[config.mk]
export PLATFORM = sky130hd
export DESIGN_NAME = fetch_ctrl
export DESIGN_NICKNAME = d
export VERILOG_FILES = /design/src/rtl/rv32_pkg.sv /design/src/rtl/fetch_pc_gen.sv /design/src/rtl/fetch_ctrl.sv
export SDC_FILE = /design/constraint.sdc
export NUM_CORES = 1
export LEC_CHECK = 0
export ABC_AREA = 1
export ABC_CLOCK_PERIOD_IN_PS = 2950
export BUFFER_PORTS_ARGS = -buffer_cell sky130_fd_sc_hd__buf_2
export CAP_MARGIN = 20
export CELL_PAD_IN_SITES_DETAIL_PLACEMENT = 1
export CELL_PAD_IN_SITES_GLOBAL_PLACEMENT = 1
export CORE_UTILIZATION = 41
export CTS_CLUSTER_DIAMETER = 30
export CTS_CLUSTER_SIZE = 30
export DETAILED_ROUTE_END_ITERATION = 8
export GPL_ROUTABILITY_DRIVEN = 0
export PLACE_DENSITY_LB_ADDON = 0.1
export SLEW_MARGIN = 20
export SYNTH_ARGS = -nofsm -noshare
export SYNTH_HDL_FRONTEND = slang
export SYNTH_SLANG_ARGS = --single-unit
[constraint.sdc]
create_clock -name clk -period 2.95 [get_ports clk]
set_input_delay 0 -clock clk [delete_from_list [all_inputs] [get_ports clk]]
set_output_delay 0 -clock clk [all_outputs]
set_load 0.01 [all_outputs]
[src/rtl/rv32_pkg.sv]
// Shared RV32 front-end definitions: bubble encoding, control-flow opcodes
// and the fetch FSM state encoding.
package rv32_pkg;

    localparam logic [31:0] NOP_INSTR  = 32'h0000_0013;  // addi x0,x0,0

    localparam logic [6:0]  OPC_JAL    = 7'b1101111;
    localparam logic [6:0]  OPC_JALR   = 7'b1100111;
    localparam logic [6:0]  OPC_BRANCH = 7'b1100011;

    typedef enum logic [2:0] {
        FS_IDLE,
        FS_REQ,
        FS_WAIT_RSP,
        FS_HOLD,
        FS_DRAIN
    } fetch_state_e;

    // True for instructions that may redirect the PC.
    function automatic logic is_ctrl_flow(input logic [31:0] instr);
        return (instr[6:0] == OPC_JAL) || (instr[6:0] == OPC_JALR) ||
               (instr[6:0] == OPC_BRANCH);
    endfunction

endpackage

[src/rtl/fetch_pc_gen.sv]
// Fetch PC register: sequential increment with 32-bit wrap and redirect mux.
// A redirect target is forced to word alignment.
module fetch_pc_gen
    import rv32_pkg::*;
#(
    parameter logic [31:0] RESET_PC = 32'h0000_0000,
    parameter logic [31:0] PC_STEP  = 32'd4
) (
    input  logic        clk,
    input  logic        rst_n,
    input  logic        redirect,
    input  logic        advance,
    input  logic [31:0] br_target,
    output logic [31:0] pc,
    output logic [31:0] pc_seq
);

    logic [31:0] pc_q;
    logic [31:0] pc_d;

    assign pc     = pc_q;
    assign pc_seq = pc_q + PC_STEP;

    // Redirect wins over the sequential step.
    always_comb begin
        pc_d = pc_q;
        if (redirect) begin
            pc_d = {br_target[31:2], 2'b00};
        end else if (advance) begin
            pc_d = pc_seq;
        end
    end

    // PC register.
    always_ff @(posedge clk or negedge rst_n) begin
        if (!rst_n) begin
            pc_q <= RESET_PC;
        end else begin
            pc_q <= pc_d;
        end
    end

endmodule

[src/rtl/fetch_ctrl.sv]
// Fetch stage controller: instruction-memory handshake (one request in
// flight), IF/DE register, bubble insertion and redirect handling.
// Optional macro FETCH_PERF_CNT_EN adds saturating stall/flush counters.
module fetch_ctrl
    import rv32_pkg::*;
#(
    parameter logic [31:0] RESET_PC  = 32'h0000_0000,
    parameter logic [31:0] PC_STEP   = 32'd4,
    parameter logic [31:0] NOP_INSTR = rv32_pkg::NOP_INSTR
) (
    input  logic        clk,
    input  logic        rst_n,
    input  logic        stall,
    input  logic        pc_sel,
    input  logic        false_path,
    input  logic [31:0] br_target,
    output logic        imem_req_valid,
    output logic [31:0] imem_req_addr,
    input  logic        imem_req_ready,
    input  logic        imem_rsp_valid,
    input  logic [31:0] imem_rsp_data,
    output logic [31:0] instr_fetch,
    output logic [31:0] pc_fetch,
    output logic [31:0] pc_4_fetch,
    output logic        fetch_valid
`ifdef FETCH_PERF_CNT_EN
    ,
    output logic [31:0] perf_stall_cnt,
    output logic [31:0] perf_flush_cnt
`endif
);

    fetch_state_e state_q, state_d;
    logic         kill_q, kill_d;
    logic         shown_q, shown_d;     // request presented, not yet accepted
    logic [31:0]  hold_q, hold_d;
    logic [31:0]  instr_q, instr_d;
    logic [31:0]  pc_fetch_q, pc_fetch_d;
    logic [31:0]  pc_4_q, pc_4_d;
    logic         valid_q, valid_d;
    logic         pc_adv;
    logic         load_en;
    logic [31:0]  load_data;
    logic [31:0]  pc;
    logic [31:0]  pc_seq;

    fetch_pc_gen #(
        .RESET_PC (RESET_PC),
        .PC_STEP  (PC_STEP)
    ) u_pc_gen (
        .clk       (clk),
        .rst_n     (rst_n),
        .redirect  (pc_sel),
        .advance   (pc_adv),
        .br_target (br_target),
        .pc        (pc),
        .pc_seq    (pc_seq)
    );

    assign imem_req_addr = pc;
    assign instr_fetch   = instr_q;
    assign pc_fetch      = pc_fetch_q;
    assign pc_4_fetch    = pc_4_q;
    assign fetch_valid   = valid_q;

    // Next-state, handshake outputs and IF/DE load decision.
    always_comb begin
        state_d        = state_q;
        kill_d         = kill_q;
        hold_d         = hold_q;
        pc_adv         = 1'b0;
        load_en        = 1'b0;
        load_data      = hold_q;
        imem_req_valid = 1'b0;
        case (state_q)
            FS_IDLE: state_d = FS_REQ;
            FS_REQ: begin
                // A stall only blocks a fresh request; once shown it stays up.
                imem_req_valid = !stall || shown_q;
                if (imem_req_valid && imem_req_ready) begin
                    if (pc_sel) begin
                        kill_d  = 1'b1;
                        state_d = FS_DRAIN;
                    end else begin
                        state_d = FS_WAIT_RSP;
                    end
                end
            end
            FS_WAIT_RSP: begin
                if (pc_sel) begin
                    if (imem_rsp_valid) begin
                        state_d = FS_REQ;
                    end else begin
                        kill_d  = 1'b1;
                        state_d = FS_DRAIN;
                    end
                end else if (imem_rsp_valid) begin
                    if (stall || false_path) begin
                        hold_d  = imem_rsp_data;
                        state_d = FS_HOLD;
                    end else begin
                        load_en   = 1'b1;
                        load_data = imem_rsp_data;
                        pc_adv    = 1'b1;
                        state_d   = FS_REQ;
                    end
                end
            end
            FS_HOLD: begin
                if (pc_sel) begin
                    state_d = FS_REQ;
                end else if (!stall && !false_path) begin
                    load_en = 1'b1;
                    pc_adv  = 1'b1;
                    state_d = FS_REQ;
                end
            end
            FS_DRAIN: begin
                if (imem_rsp_valid && kill_q) begin
                    kill_d  = 1'b0;
                    state_d = FS_REQ;
                end
            end
            default: state_d = FS_IDLE;
        endcase
        shown_d = imem_req_valid && !imem_req_ready;
    end

    // IF/DE register: a wrong-path flush overrides any load.
    always_comb begin
        instr_d    = instr_q;
        pc_fetch_d = pc_fetch_q;
        pc_4_d     = pc_4_q;
        valid_d    = valid_q;
        if (false_path) begin
            instr_d = NOP_INSTR;
            valid_d = 1'b0;
        end else if (load_en) begin
            instr_d    = load_data;
            pc_fetch_d = pc;
            pc_4_d     = pc_seq;
            valid_d    = 1'b1;
        end
    end

    // State and pipeline registers.
    always_ff @(posedge clk or negedge rst_n) begin
        if (!rst_n) begin
            state_q    <= FS_IDLE;
            kill_q     <= 1'b0;
            shown_q    <= 1'b0;
            hold_q     <= 32'd0;
            instr_q    <= NOP_INSTR;
            pc_fetch_q <= 32'd0;
            pc_4_q     <= PC_STEP;
            valid_q    <= 1'b0;
        end else begin
            state_q    <= state_d;
            kill_q     <= kill_d;
            shown_q    <= shown_d;
            hold_q     <= hold_d;
            instr_q    <= instr_d;
            pc_fetch_q <= pc_fetch_d;
            pc_4_q     <= pc_4_d;
            valid_q    <= valid_d;
        end
    end

`ifdef FETCH_PERF_CNT_EN
    logic [31:0] perf_stall_q, perf_stall_d;
    logic [31:0] perf_flush_q, perf_flush_d;

    assign perf_stall_cnt = perf_stall_q;
    assign perf_flush_cnt = perf_flush_q;

    // Saturating event counters.
    always_comb begin
        perf_stall_d = perf_stall_q;
        perf_flush_d = perf_flush_q;
        if (stall && (perf_stall_q != 32'hFFFF_FFFF)) begin
            perf_stall_d = perf_stall_q + 32'd1;
        end
        if (pc_sel && (perf_flush_q != 32'hFFFF_FFFF)) begin
            perf_flush_d = perf_flush_q + 32'd1;
        end
    end

    // Counter registers.
    always_ff @(posedge clk or negedge rst_n) begin
        if (!rst_n) begin
            perf_stall_q <= 32'd0;
            perf_flush_q <= 32'd0;
        end else begin
            perf_stall_q <= perf_stall_d;
            perf_flush_q <= perf_flush_d;
        end
    end
`endif

endmodule

==> results.json, run 1 <==
{
  "synth_top_area_share_pct": 52.2,
  "max_slew_margin_pct": 43.7,
  "clock_tree.buffer_depth": 2,
  "floorplan.die_area_sq_um": 18800,
  "core_sq_um": 17900,
  "synth.avg_cell_area_sq_um": 7.90,
  "worstReg2RegStart": "u_pc_gen.pc[3]$_DFFE_PN0P_",
  "synthesis.area_sq_um": 7480,
  "clock_insertion_delay_worst_skew_ns": 0.42,
  "route.detailed.wl_per_inst_um": 16.6,
  "wire_length_of_the_first_global_routing_pass_um": 38000,
  "ios": 201,
  "r2r.worst_path.cells": 8,
  "crit_path_start_kind": "flip-flop",
  "worstPathArrival_ns": 2.31,
  "timing.hold.ws_ns": 0.0366,
  "final.fill_count": 2261,
  "timing_hold_violations_final": 0,
  "timing.final.crit_share_pct": 68.5,
  "irDropWorstVdd_uv": 421,
  "detail_route.drc_violations": 0,
  "initial_core_utilization_pct": 41.8,
  "p_sw_mw": 2.39,
  "gate_count_of_the_mapped_netlist": 947,
  "clock_power_share_pct": 30.3,
  "yosysWarnings": 0,
  "groute.usage.overall_pct": 26.3,
  "cell_internal_pwr_mw": 4.83,
  "regToRegEndpoint": "u_pc_gen.pc[18]$_DFFE_PN0P_",
  "ctsRootBufferMaster": "sky130_fd_sc_hd__clkbuf_16",
  "grt_remaining_overflow": 0,
  "drt_pre_antenna_iters": 4,
  "dpl.hpwl_um": 15700,
  "synth_top_cell_by_area": "sky130_fd_sc_hd__dfrtp_1",
  "vias_per_cell": 5.02,
  "flow.area_growth_from_synthesis_pct": 31.5,
  "powerDensity_nw_per_um2": 734,
  "setup_violations": 0,
  "post-layout-total-power_mw": 7.22,
  "endpoint_kind_of_the_worst_setup_timing_path": "flip-flop",
  "setup_total_negative_slack_ns": 0,
  "worst_hold_startpoint": "pc_sel",
  "ys_top_cells_by_area": "sky130_fd_sc_hd__dfrtp_1, sky130_fd_sc_hd__nand2_1, sky130_fd_sc_hd__o21ai_0",
  "detail_route.wirelength_um": 23900,
  "period_minus_slack_ns": 2.02,
  "finalCoreUtilization_pct": 54.9,
  "min_delay_path_depth": 4,
  "fin_cells": 1439,
  "yosys.cell_types.count": 30,
  "antenna_violations_before_repair": 1,
  "post-cts-setup-buffer-count": 0,
  "timing_worst_slew_pin_value_ns": 0.844,
  "nNetsFinal": 1268,
  "timing_max_transition_violations_final": 0,
  "worst_hold_path_type": "in -> reg",
  "vias": 7226,
  "placed_cells_incl_taps": 1338,
  "yosys_register_bits": 160,
  "drt_iter0_markers": 299,
  "max-cap-violations": 0,
  "port-buffer-count": 192,
  "cp_max_fo": 11,
  "power_frac_comb_pct": 25.6,
  "post_route_cells_drive_above_1_share_pct": 21.4,
  "critPathKind": "reg -> reg",
  "share_seq_of_total_power_pct": 44.1,
  "cts-buffers-inserted": 17,
  "htree_levels": 4,
  "vias_in_the_first_global_route": 7634,
  "tritoncts_clock_tree": "built",
  "die-width_um": 137,
  "std_cell_rows": 49,
  "clk_pin_slew_worst_paths_ns": 0.06,
  "clock_sink_count": 160,
  "grt_setup_unrepaired": "false",
  "grt_max_degree": 88,
  "leakagePower_nw": 5.28,
  "clock_skew_ns": 0.0119,
  "power_switching_share_pct": 33.1,
  "run_status": "complete, no violations",
  "timing.fmax_mhz": 495,
  "worstHoldEndpoint": "state_q[1]$_DFFE_PN0P_",
  "reg2reg_slack_ns": 0.93,
  "worst-endpoint-required_ns": 3.24,
  "final_antenna_net_count": 0,
  "yosysSeqAreaShare_pct": 53.6,
  "chipHeight_um": 137
}
==> per-layer routing <==
metal  vias to the layer above  share of wire [%]  GRT usage, %  wire, um
li1                       3481                  -             -         -
met1                      3540                 41          30.0      9910
met2                       176                 52          48.2     12500
met3                        29                4.3          5.11      1020
met4                         0                2.0          9.77       466
met5                         -                  0             0         0
==> area by class of cell <==
| cell class | instances | area (sq um) | share of cell area (%) |
|---|---|---|---|
| Timing Repair Buffer | 273 | 1760 | 17.9 |
| Tap cell | 229 | 287 | 2.91 |
| Clock inverter | 10 | 114 | 1.16 |
| Multi-Input combinational cell | 650 | 2860 | 29.1 |
| Clock buffer | 22 | 454 | 4.62 |
| Inverter | 94 | 353 | 3.59 |
| Antenna cell | 1 | 2.50 | 0.0254 |
| Sequential cell | 160 | 4010 | 40.8 |
==> through the flow <==
step                      cell area (sq um)  setup slack, ns
final                                  9840            0.929
after global routing                   9840            0.656
after CTS                              9830            0.856
after detailed placement               8580            0.883
after global placement                 8580            0.952
after floorplan                        7500             1.44
==> cell usage after synthesis (all sizes together) <==
master and number:
a21oi 16, or2 1, buf 37, nor3 6, nor2 83, clkbuf 11
inv 94, o21a 1, o211ai 4, conb 1, dfstp 4, ha 1
o21ai 146, nand3b 1, nand3 71, xor2 2, nand2 312, dfrtp 156
==> worst max-delay path: stages (launching register included) <==
cell	delay, ns
sky130_fd_sc_hd__dfrtp_1	0.44
sky130_fd_sc_hd__ha_1	0.22
sky130_fd_sc_hd__nand3_1	0.12
sky130_fd_sc_hd__inv_1	0.10
sky130_fd_sc_hd__nand2_1	0.15
sky130_fd_sc_hd__nor2_2	0.49
sky130_fd_sc_hd__nand3_1	0.14
sky130_fd_sc_hd__nand3_1	0.13
sky130_fd_sc_hd__nand3_1	0.09
==> power groups by stage <==
stage,Sequential (mW),Combinational (mW),Clock [mW]
6_report,3.18,1.85,2.19
5_1_grt,3.25,2.11,2.30
4_1_cts,3.18,1.86,2.23
3_5_place_dp,3.21,1.77,0
3_3_place_gp,3.18,1.71,0
2_1_floorplan,3.33,0.870,0
==> registers in the layout, summed over array words and instances (netlist names) <==
signal	count
shown_q	1
pc_fetch	30
instr_fetch	32
state_q	3
fetch_valid	1
u_pc_gen.pc	30
pc_4_fetch	30
hold_q	32
kill_q	1
==> worst max path at each step <==
stage                               start                          end  slack [ns]
5_1_grt        u_pc_gen.pc[3]$_DFFE_PN0P_   pc_4_fetch[30]$_DFFE_PN0P_        0.66
4_1_cts        u_pc_gen.pc[3]$_DFFE_PN0P_   pc_4_fetch[30]$_DFFE_PN0P_        0.86
6_report       u_pc_gen.pc[3]$_DFFE_PN0P_  u_pc_gen.pc[18]$_DFFE_PN0P_        0.93
3_5_place_dp   u_pc_gen.pc[3]$_DFFE_PN0P_   pc_4_fetch[30]$_DFFE_PN0P_        0.88
3_3_place_gp   u_pc_gen.pc[3]$_DFFE_PN0P_   pc_4_fetch[30]$_DFFE_PN0P_        0.95
2_1_floorplan  u_pc_gen.pc[3]$_DFFE_PN0P_  u_pc_gen.pc[18]$_DFFE_PN0P_        1.44
==> what timing repair did <==
action	CTS	global route
endpoints found under the setup margin	0	0
hold buffers	68	0
endpoints found under the hold margin	177	0
gates resized for setup	0	0
==> cell usage in the layout, fill, tap and decap left out, types with 2 or more instances in the layout <==
cell and n:
sky130_fd_sc_hd__o21ai_2 5, sky130_fd_sc_hd__xor2_1 2, sky130_fd_sc_hd__nor3_1 5, sky130_fd_sc_hd__nor2_4 2, sky130_fd_sc_hd__clkbuf_16 17, sky130_fd_sc_hd__o21ai_0 111
sky130_fd_sc_hd__buf_4 12, sky130_fd_sc_hd__clkbuf_1 4, sky130_fd_sc_hd__o211ai_1 4, sky130_fd_sc_hd__clkinv_2 4, sky130_fd_sc_hd__clkinv_4 2, sky130_fd_sc_hd__inv_1 90
sky130_fd_sc_hd__nor2_1 79, sky130_fd_sc_hd__conb_1 6, sky130_fd_sc_hd__inv_2 4, sky130_fd_sc_hd__dfrtp_1 156, sky130_fd_sc_hd__nand3_1 70, sky130_fd_sc_hd__dlygate4sd3_1 68
sky130_fd_sc_hd__nand2_2 4, sky130_fd_sc_hd__dfstp_2 4, sky130_fd_sc_hd__a21oi_1 15, sky130_fd_sc_hd__nor2_2 2, sky130_fd_sc_hd__o21ai_1 30, sky130_fd_sc_hd__nand2_1 307
sky130_fd_sc_hd__buf_2 191, sky130_fd_sc_hd__bufinv_16 2
==> cell families after synthesis <==
kind of cell             Yosys count  synth area share [%]
other                              1                0.0501
XOR/XNOR                           2                 0.234
buffers and inverters            142                  8.55
AO/OA/AOI/OAI                    167                  11.6
AND/OR/NAND/NOR                  474                  25.8
flip-flops                       160                  53.6
adder cells (fa/ha/maj)            1                 0.167
Note: power is estimated with default switching activity, not from simulation.
==> run 2, diff against run 1 <==
--- a/config.mk
+++ b/config.mk
@@ -5,13 +5,13 @@
 export SDC_FILE = /design/constraint.sdc
 export NUM_CORES = 1
 export LEC_CHECK = 0
-export ABC_AREA = 1
-export ABC_CLOCK_PERIOD_IN_PS = 2950
+export ABC_AREA = 0
+export ABC_CLOCK_PERIOD_IN_PS = 2000
 export BUFFER_PORTS_ARGS = -buffer_cell sky130_fd_sc_hd__buf_2
 export CAP_MARGIN = 20
 export CELL_PAD_IN_SITES_DETAIL_PLACEMENT = 1
 export CELL_PAD_IN_SITES_GLOBAL_PLACEMENT = 1
-export CORE_UTILIZATION = 41
+export CORE_UTILIZATION = 40
 export CTS_CLUSTER_DIAMETER = 30
 export CTS_CLUSTER_SIZE = 30
 export DETAILED_ROUTE_END_ITERATION = 8
==> constraint.sdc (replaced) <==
create_clock -name clk -period 2 [get_ports clk]
set_input_delay 0 -clock clk [delete_from_list [all_inputs] [get_ports clk]]
set_output_delay 0 -clock clk [all_outputs]
set_load 0.01 [all_outputs]
==> results.json, run 2 <==
{
  "run_status": "finished, violations left",
  "violated_checks": "negative setup slack",
  "vias_per_cell": 5.31,
  "clock_sink_count": 160,
  "floorplan.die_area_sq_um": 18600,
  "clock_insertion_delay_worst_skew_ns": 0.43,
  "nNetsFinal": 1071,
  "yosys_register_bits": 160,
  "initial_core_utilization_pct": 41.4,
  "synth_top_area_share_pct": 53.9,
  "timing_hold_violations_final": 0,
  "chipHeight_um": 137,
  "most-common-layout-cells": "sky130_fd_sc_hd__buf_2, sky130_fd_sc_hd__dfrtp_1, sky130_fd_sc_hd__nand2_1, sky130_fd_sc_hd__dlygate4sd3_1, sky130_fd_sc_hd__o21ai_1",
  "gate_count_of_the_mapped_netlist": 695,
  "post_route_cells_drive_above_1_share_pct": 36.4,
  "multi_input_comb_area_sq_um": 3120,
  "yosys.cell_types.count": 49,
  "detail_route.drc_violations": 0,
  "ctsRootBufferMaster": "sky130_fd_sc_hd__clkbuf_16",
  "grt_max_degree": 66,
  "period_minus_slack_ns": 2.07,
  "vias": 6569,
  "regToRegEndpoint": "instr_fetch[21]$_DFFE_PN0P_",
  "post-place-ws_ns": -0.166,
  "cts-buffers-inserted": 17,
  "worstReg2RegStart": "state_q[2]$_DFFE_PN0P_",
  "dpl.hpwl_um": 15200,
  "cp_max_fo": 16,
  "critPathKind": "reg -> reg",
  "synth_top_cell_by_area": "sky130_fd_sc_hd__dfrtp_1",
  "powerDensity_nw_per_um2": 1060,
  "yosysSeqAreaShare_pct": 55.4,
  "dominantRegCellSynth": "sky130_fd_sc_hd__dfrtp_1",
  "vias_in_the_first_global_route": 6968,
  "mostFrequentLayoutCell": "sky130_fd_sc_hd__buf_2",
  "timing_max_transition_violations_final": 0,
  "std_cell_rows": 48,
  "finalCoreUtilization_pct": 60.1,
  "drt_iter0_markers": 305,
  "reg2reg_slack_ns": -0.07,
  "n_antenna_cell": 0,
  "setup.worst_path.start": "state_q[2]$_DFFE_PN0P_",
  "post_route_standard_cell_area_excluding_fillers_sq_um": 10500,
  "r2r.worst_path.cells": 6,
  "core_sq_um": 17500,
  "dpl-instance-area_sq_um": 8830,
  "placed_cells_incl_taps": 1121,
  "synth_async_sr_flop_share_pct": 100,
  "timing.hold.ws_ns": 0.0822,
  "worst_hold_path_type": "in -> async",
  "max_slew_margin_pct": 65.0,
  "ys_top_cells_by_area": "sky130_fd_sc_hd__dfrtp_1, sky130_fd_sc_hd__nand2_1, sky130_fd_sc_hd__o21ai_0",
  "groute.usage.overall_pct": 25.7,
  "port-buffer-count": 192,
  "yosys-top-cells-count": "sky130_fd_sc_hd__dfrtp_1, sky130_fd_sc_hd__nand2_1, sky130_fd_sc_hd__o21ai_0",
  "max-cap-violations": 0,
  "setup_violations": 50,
  "fin_cells": 1237,
  "wire_length_of_the_first_global_routing_pass_um": 36500,
  "yosysWarnings": 0,
  "crit_path_start_kind": "flip-flop",
  "grt_setup_unrepaired": "true",
  "sequential_cell_area_sq_um": 4010,
  "flow.area_growth_from_synthesis_pct": 45.1,
  "final.fill_count": 1942,
  "layout_setup_ws_ns": -0.0732,
  "leakagePower_nw": 5.28,
  "worstPathArrival_ns": 2.40,
  "synth.most_common_cell": "sky130_fd_sc_hd__dfrtp_1",
  "clock_skew_ns": 0.0123,
  "clk_pin_slew_worst_paths_ns": 0.07,
  "timing.fmax_mhz": 482,
  "number_of_enable_type_register_cells_in_the_synthesized_netlist": 0,
  "route.detailed.wl_per_inst_um": 19.8,
  "timing_worst_slew_pin_value_ns": 0.525,
  "tritoncts_clock_tree": "built",
  "drt_pre_antenna_iters": 4,
  "die-width_um": 137,
  "irDropWorstVdd_uv": 623,
  "worst-endpoint-required_ns": 2.32,
  "synthesis.area_sq_um": 7240,
  "clock_tree.buffer_depth": 2,
  "timing.final.crit_share_pct": 104,
  "ios": 201,
  "detail_route.wirelength_um": 24500,
  "grt_remaining_overflow": 0,
  "synth.avg_cell_area_sq_um": 10.4,
  "antenna_violations_before_repair": 0,
  "final_antenna_net_count": 0,
  "htree_levels": 4,
  "endpoint_kind_of_the_worst_setup_timing_path": "flip-flop"
}
==> run 2: changes by cell type after synthesis, sizes merged, moves of 34 or more <==
| cell | previous run | this run |
|---|---|---|
| inv | 94 | 3 |
| mux2i | 0 | 34 |
| nand2 | 312 | 138 |
| nand3 | 71 | 21 |
| o21ai | 146 | 84 |
| nor2 | 83 | 12 |
==> run 2: routing by layer <==
metal	vias up	wire, um	global-route usage, %
met5	-	0	0
met4	0	397	8.02
met3	30	1200	6.67
met2	169	12800	45.8
met1	3333	10100	30.0
li1	3037	-	-
==> run 2: report_power, final <==
group / internal [mW] / total (mW) / switching (mW) / leakage [nW]
sequential: 4.11 / 4.66 / 0.557 / 2.08
combinational: 1.51 / 3.14 / 1.63 / 2.93
clock: 1.86 / 3.29 / 1.43 / 0.276
==> run 2: cells by family (layout without fill, tap and decap cells) <==
family | count (synthesis) | count (layout) | synth area share [%]
adder cells (fa/ha/maj) | 1 | 1 | 0.173
multiplexers | 66 | 66 | 9.68
AND/OR/NAND/NOR | 258 | 258 | 17.6
buffers and inverters | 56 | 368 | 3.63
XOR/XNOR | 26 | 26 | 3.15
AO/OA/AOI/OAI | 127 | 127 | 10.3
other | 1 | 6 | 0.0518
flip-flops | 160 | 160 | 55.4
==> run 2: worst max path at each step <==
| stage | depth (start not counted) | end |
|---|---|---|
| 2_1_floorplan | 7 | u_pc_gen.pc[11]$_DFFE_PN0P_ |
| 3_3_place_gp | 5 | instr_fetch[10]$_DFFE_PN0P_ |
| 3_5_place_dp | 5 | instr_fetch[30]$_DFFE_PN0P_ |
| 4_1_cts | 5 | u_pc_gen.pc[13]$_DFFE_PN0P_ |
| 5_1_grt | 7 | u_pc_gen.pc[15]$_DFFE_PN0P_ |
| 6_report | 6 | instr_fetch[21]$_DFFE_PN0P_ |
==> run 2: worst max-delay path: stages (launching register included) <==
cell                      delay, ns
sky130_fd_sc_hd__dfrtp_1       0.38
sky130_fd_sc_hd__or3b_4        0.40
sky130_fd_sc_hd__buf_6         0.13
sky130_fd_sc_hd__or4_4         0.56
sky130_fd_sc_hd__buf_16        0.21
sky130_fd_sc_hd__mux2i_2       0.21
sky130_fd_sc_hd__o21ai_1       0.08
==> run 2: area by class of cell <==
class	count	area share, %
clock buffers	22	4.61
clock inverters	10	0.953
inverters	3	0.107
multi-input cells	484	29.7
flip-flops and latches	160	38.2
well taps	225	2.68
repair buffers	333	23.8
==> run 2: stage by stage <==
stage               total power, mW  setup TNS [ns]
detailed placement             7.51           -4.03
global placement               7.29          -0.382
floorplan                      6.13           -8.38
finish                         11.1           -1.36
CTS                            11.0           -1.55
global route                   11.7           -6.08
==> run 2: what timing repair did <==
item | in CTS | in global routing
buffers inserted | 4 | 6
gates resized for setup | 58 | 41
hold endpoints to repair | 253 | 0
pin swaps | 10 | 8
hold buffers | 66 | 0
cloned | 1 | 7
endpoints found under the setup margin | 104 | 136
==> run 3, diff against run 2 <==
--- a/config.mk
+++ b/config.mk
@@ -11,7 +11,7 @@
 export CAP_MARGIN = 20
 export CELL_PAD_IN_SITES_DETAIL_PLACEMENT = 1
 export CELL_PAD_IN_SITES_GLOBAL_PLACEMENT = 1
-export CORE_UTILIZATION = 40
+export CORE_UTILIZATION = 34
 export CTS_CLUSTER_DIAMETER = 30
 export CTS_CLUSTER_SIZE = 30
 export DETAILED_ROUTE_END_ITERATION = 8
==> results.json, run 3 (synthesis gave the netlist of run 2 again) <==
{
  "powerDensity_nw_per_um2": 1040,
  "floorplan.die_area_sq_um": 21900,
  "wire_length_of_the_first_global_routing_pass_um": 37200,
  "flow.area_growth_from_synthesis_pct": 48.8,
  "timing.critical_path.buf_inv": 1,
  "irDropWorstVdd_uv": 586,
  "chipHeight_um": 148,
  "drt_pre_antenna_iters": 4,
  "core_sq_um": 21000,
  "p_sw_mw": 3.74,
  "endpoint_kind_of_the_worst_setup_timing_path": "flip-flop",
  "max_slew_margin_pct": 63.3,
  "tritoncts_clock_tree": "built",
  "critPathKind": "reg -> reg",
  "power_frac_comb_pct": 28.8,
  "detail_route.drc_violations": 0,
  "antenna_violations_before_repair": 0,
  "mostFrequentLayoutCell": "sky130_fd_sc_hd__buf_2",
  "max-cap-violations": 0,
  "post_route_cells_drive_above_1_share_pct": 38.1,
  "critical_path.cell_chain": "or3b_4 > or4_4 > buf_12 > nor4_1 > a221o_1",
  "worst-endpoint-required_ns": 2.37,
  "n_antenna_cell": 0,
  "clock_insertion_delay_worst_skew_ns": 0.43,
  "htree_levels": 4,
  "initial_core_utilization_pct": 34.5,
  "cts-buffers-inserted": 17,
  "power_switching_share_pct": 33.4,
  "clock_sink_count": 160,
  "fin_cells": 1295,
  "crit_path_start_kind": "flip-flop",
  "clock_skew_ns": 0.0126,
  "clk_pin_slew_worst_paths_ns": 0.07,
  "layout_setup_ws_ns": -0.136,
  "cell_internal_pwr_mw": 7.46,
  "share_seq_of_total_power_pct": 41.5,
  "leakagePower_nw": 5.41,
  "groute.usage.overall_pct": 21.9,
  "die-width_um": 148,
  "grt_remaining_overflow": 0,
  "ctsRootBufferMaster": "sky130_fd_sc_hd__clkbuf_16",
  "detail_route.wirelength_um": 24400,
  "timing_hold_violations_final": 0,
  "clock_tree.buffer_depth": 2,
  "violated_checks": "negative setup slack",
  "placed_cells_incl_taps": 1170,
  "worst_hold_path_type": "in -> async",
  "drt_iter0_markers": 244,
  "vias": 6525,
  "setup_total_negative_slack_ns": -2.82,
  "setup_violations": 49,
  "ios": 201,
  "vias_in_the_first_global_route": 6849,
  "finalCoreUtilization_pct": 51.4,
  "port-buffer-count": 192,
  "critical-path-top-delay-family": "simple AND/OR/NAND/NOR gates",
  "clock_power_share_pct": 29.7,
  "nNetsFinal": 1079,
  "most-common-layout-cells": "sky130_fd_sc_hd__buf_2, sky130_fd_sc_hd__dfrtp_1, sky130_fd_sc_hd__nand2_1, sky130_fd_sc_hd__dlygate4sd3_1, sky130_fd_sc_hd__o21ai_1",
  "route.detailed.wl_per_inst_um": 18.9,
  "timing.hold.ws_ns": 0.0333,
  "timing_worst_slew_pin_value_ns": 0.548,
  "cp_max_fo": 6,
  "timing.fmax_mhz": 468,
  "timing_max_transition_violations_final": 0,
  "final_antenna_net_count": 0,
  "worstPathArrival_ns": 2.50,
  "run_status": "finished, violations left",
  "dpl.hpwl_um": 15400,
  "vias_per_cell": 5.04,
  "cp_slowest_cell": "sky130_fd_sc_hd__or4_4",
  "grt_max_degree": 55,
  "grt_setup_unrepaired": "true",
  "period_minus_slack_ns": 2.14,
  "timing.final.crit_share_pct": 107,
  "critical_path.max_stage_delay_ns": 0.62,
  "std_cell_rows": 53
}
## run 3: cell types whose count changed in the layout (fill, tap and decap cells not counted), moves of 5 or more
cell                      change
sky130_fd_sc_hd__o21ai_1     -10
sky130_fd_sc_hd__mux2_4       +6
sky130_fd_sc_hd__buf_6        +5
sky130_fd_sc_hd__mux2_2       -6
sky130_fd_sc_hd__o21ai_2      +7
sky130_fd_sc_hd__inv_8        +7
sky130_fd_sc_hd__nand2_1      -5
## run 3: cell type report
type | instances | area, sq um
sequential | 160 | 4010
multi-input combinational | 485 | 3210
tap | 275 | 344
timing repair buffer | 340 | 2610
inverter | 3 | 11.3
clock inverter | 15 | 165
clock buffer | 17 | 425
fill | 2337 | 10200
## run 3: power by group through the flow
| stage | Clock (mW) | Combinational, mW | Sequential (mW) |
|---|---|---|---|
| after floorplan | 0 | 1.25 | 4.89 |
| after global placement | 0 | 2.72 | 4.59 |
| after detailed placement | 0 | 2.84 | 4.65 |
| after CTS | 3.41 | 3.04 | 4.60 |
| after global routing | 3.52 | 3.53 | 4.76 |
| final | 3.33 | 3.22 | 4.65 |
## run 3: per-layer routing
metal / routed length (um) / track usage (%)
met1: 10600 / 27.1
met2: 12400 / 37.5
met3: 1150 / 6.05
met4: 355 / 5.93
met5: 0 / 0
## run 3: final timing paths
path	startpoint	endpoint	slack [ns]	cells after the start
worst max-delay path	state_q[2]$_DFFE_PN0P_	u_pc_gen.pc[14]$_DFFE_PN0P_	-0.14	5
worst min-delay path	rst_n	pc_4_fetch[7]$_DFFE_PN0P_	0.03	2
worst max register to register	state_q[2]$_DFFE_PN0P_	u_pc_gen.pc[14]$_DFFE_PN0P_	-0.14	5
worst min register to register	pc_4_fetch[2]$_DFFE_PN1P_	pc_4_fetch[2]$_DFFE_PN1P_	0.47	2
max in group asynchronous	rst_n	instr_fetch[4]$_DFFE_PN1P_	1.17	3
min in group clk	pc_sel	state_q[1]$_DFFE_PN0P_	0.18	5
## run 3: through the flow
stage	instance area (sq um)	power, mW	setup slack, ns
6_report	10800	11.2	-0.136
5_1_grt	10800	11.8	-0.197
4_1_cts	10300	11.1	-0.0937
3_5_place_dp	8840	7.49	-0.218
3_3_place_gp	8840	7.31	-0.0537
2_1_floorplan	7330	6.13	-0.106
## run 3: what timing repair did
action                     CTS  global route
hold endpoints to repair   252             0
pin swaps                    3            13
gates cloned                 5            10
gates resized for setup     38            96
buffers inserted             3            11
hold buffers                65             0
setup endpoints to repair   88           106
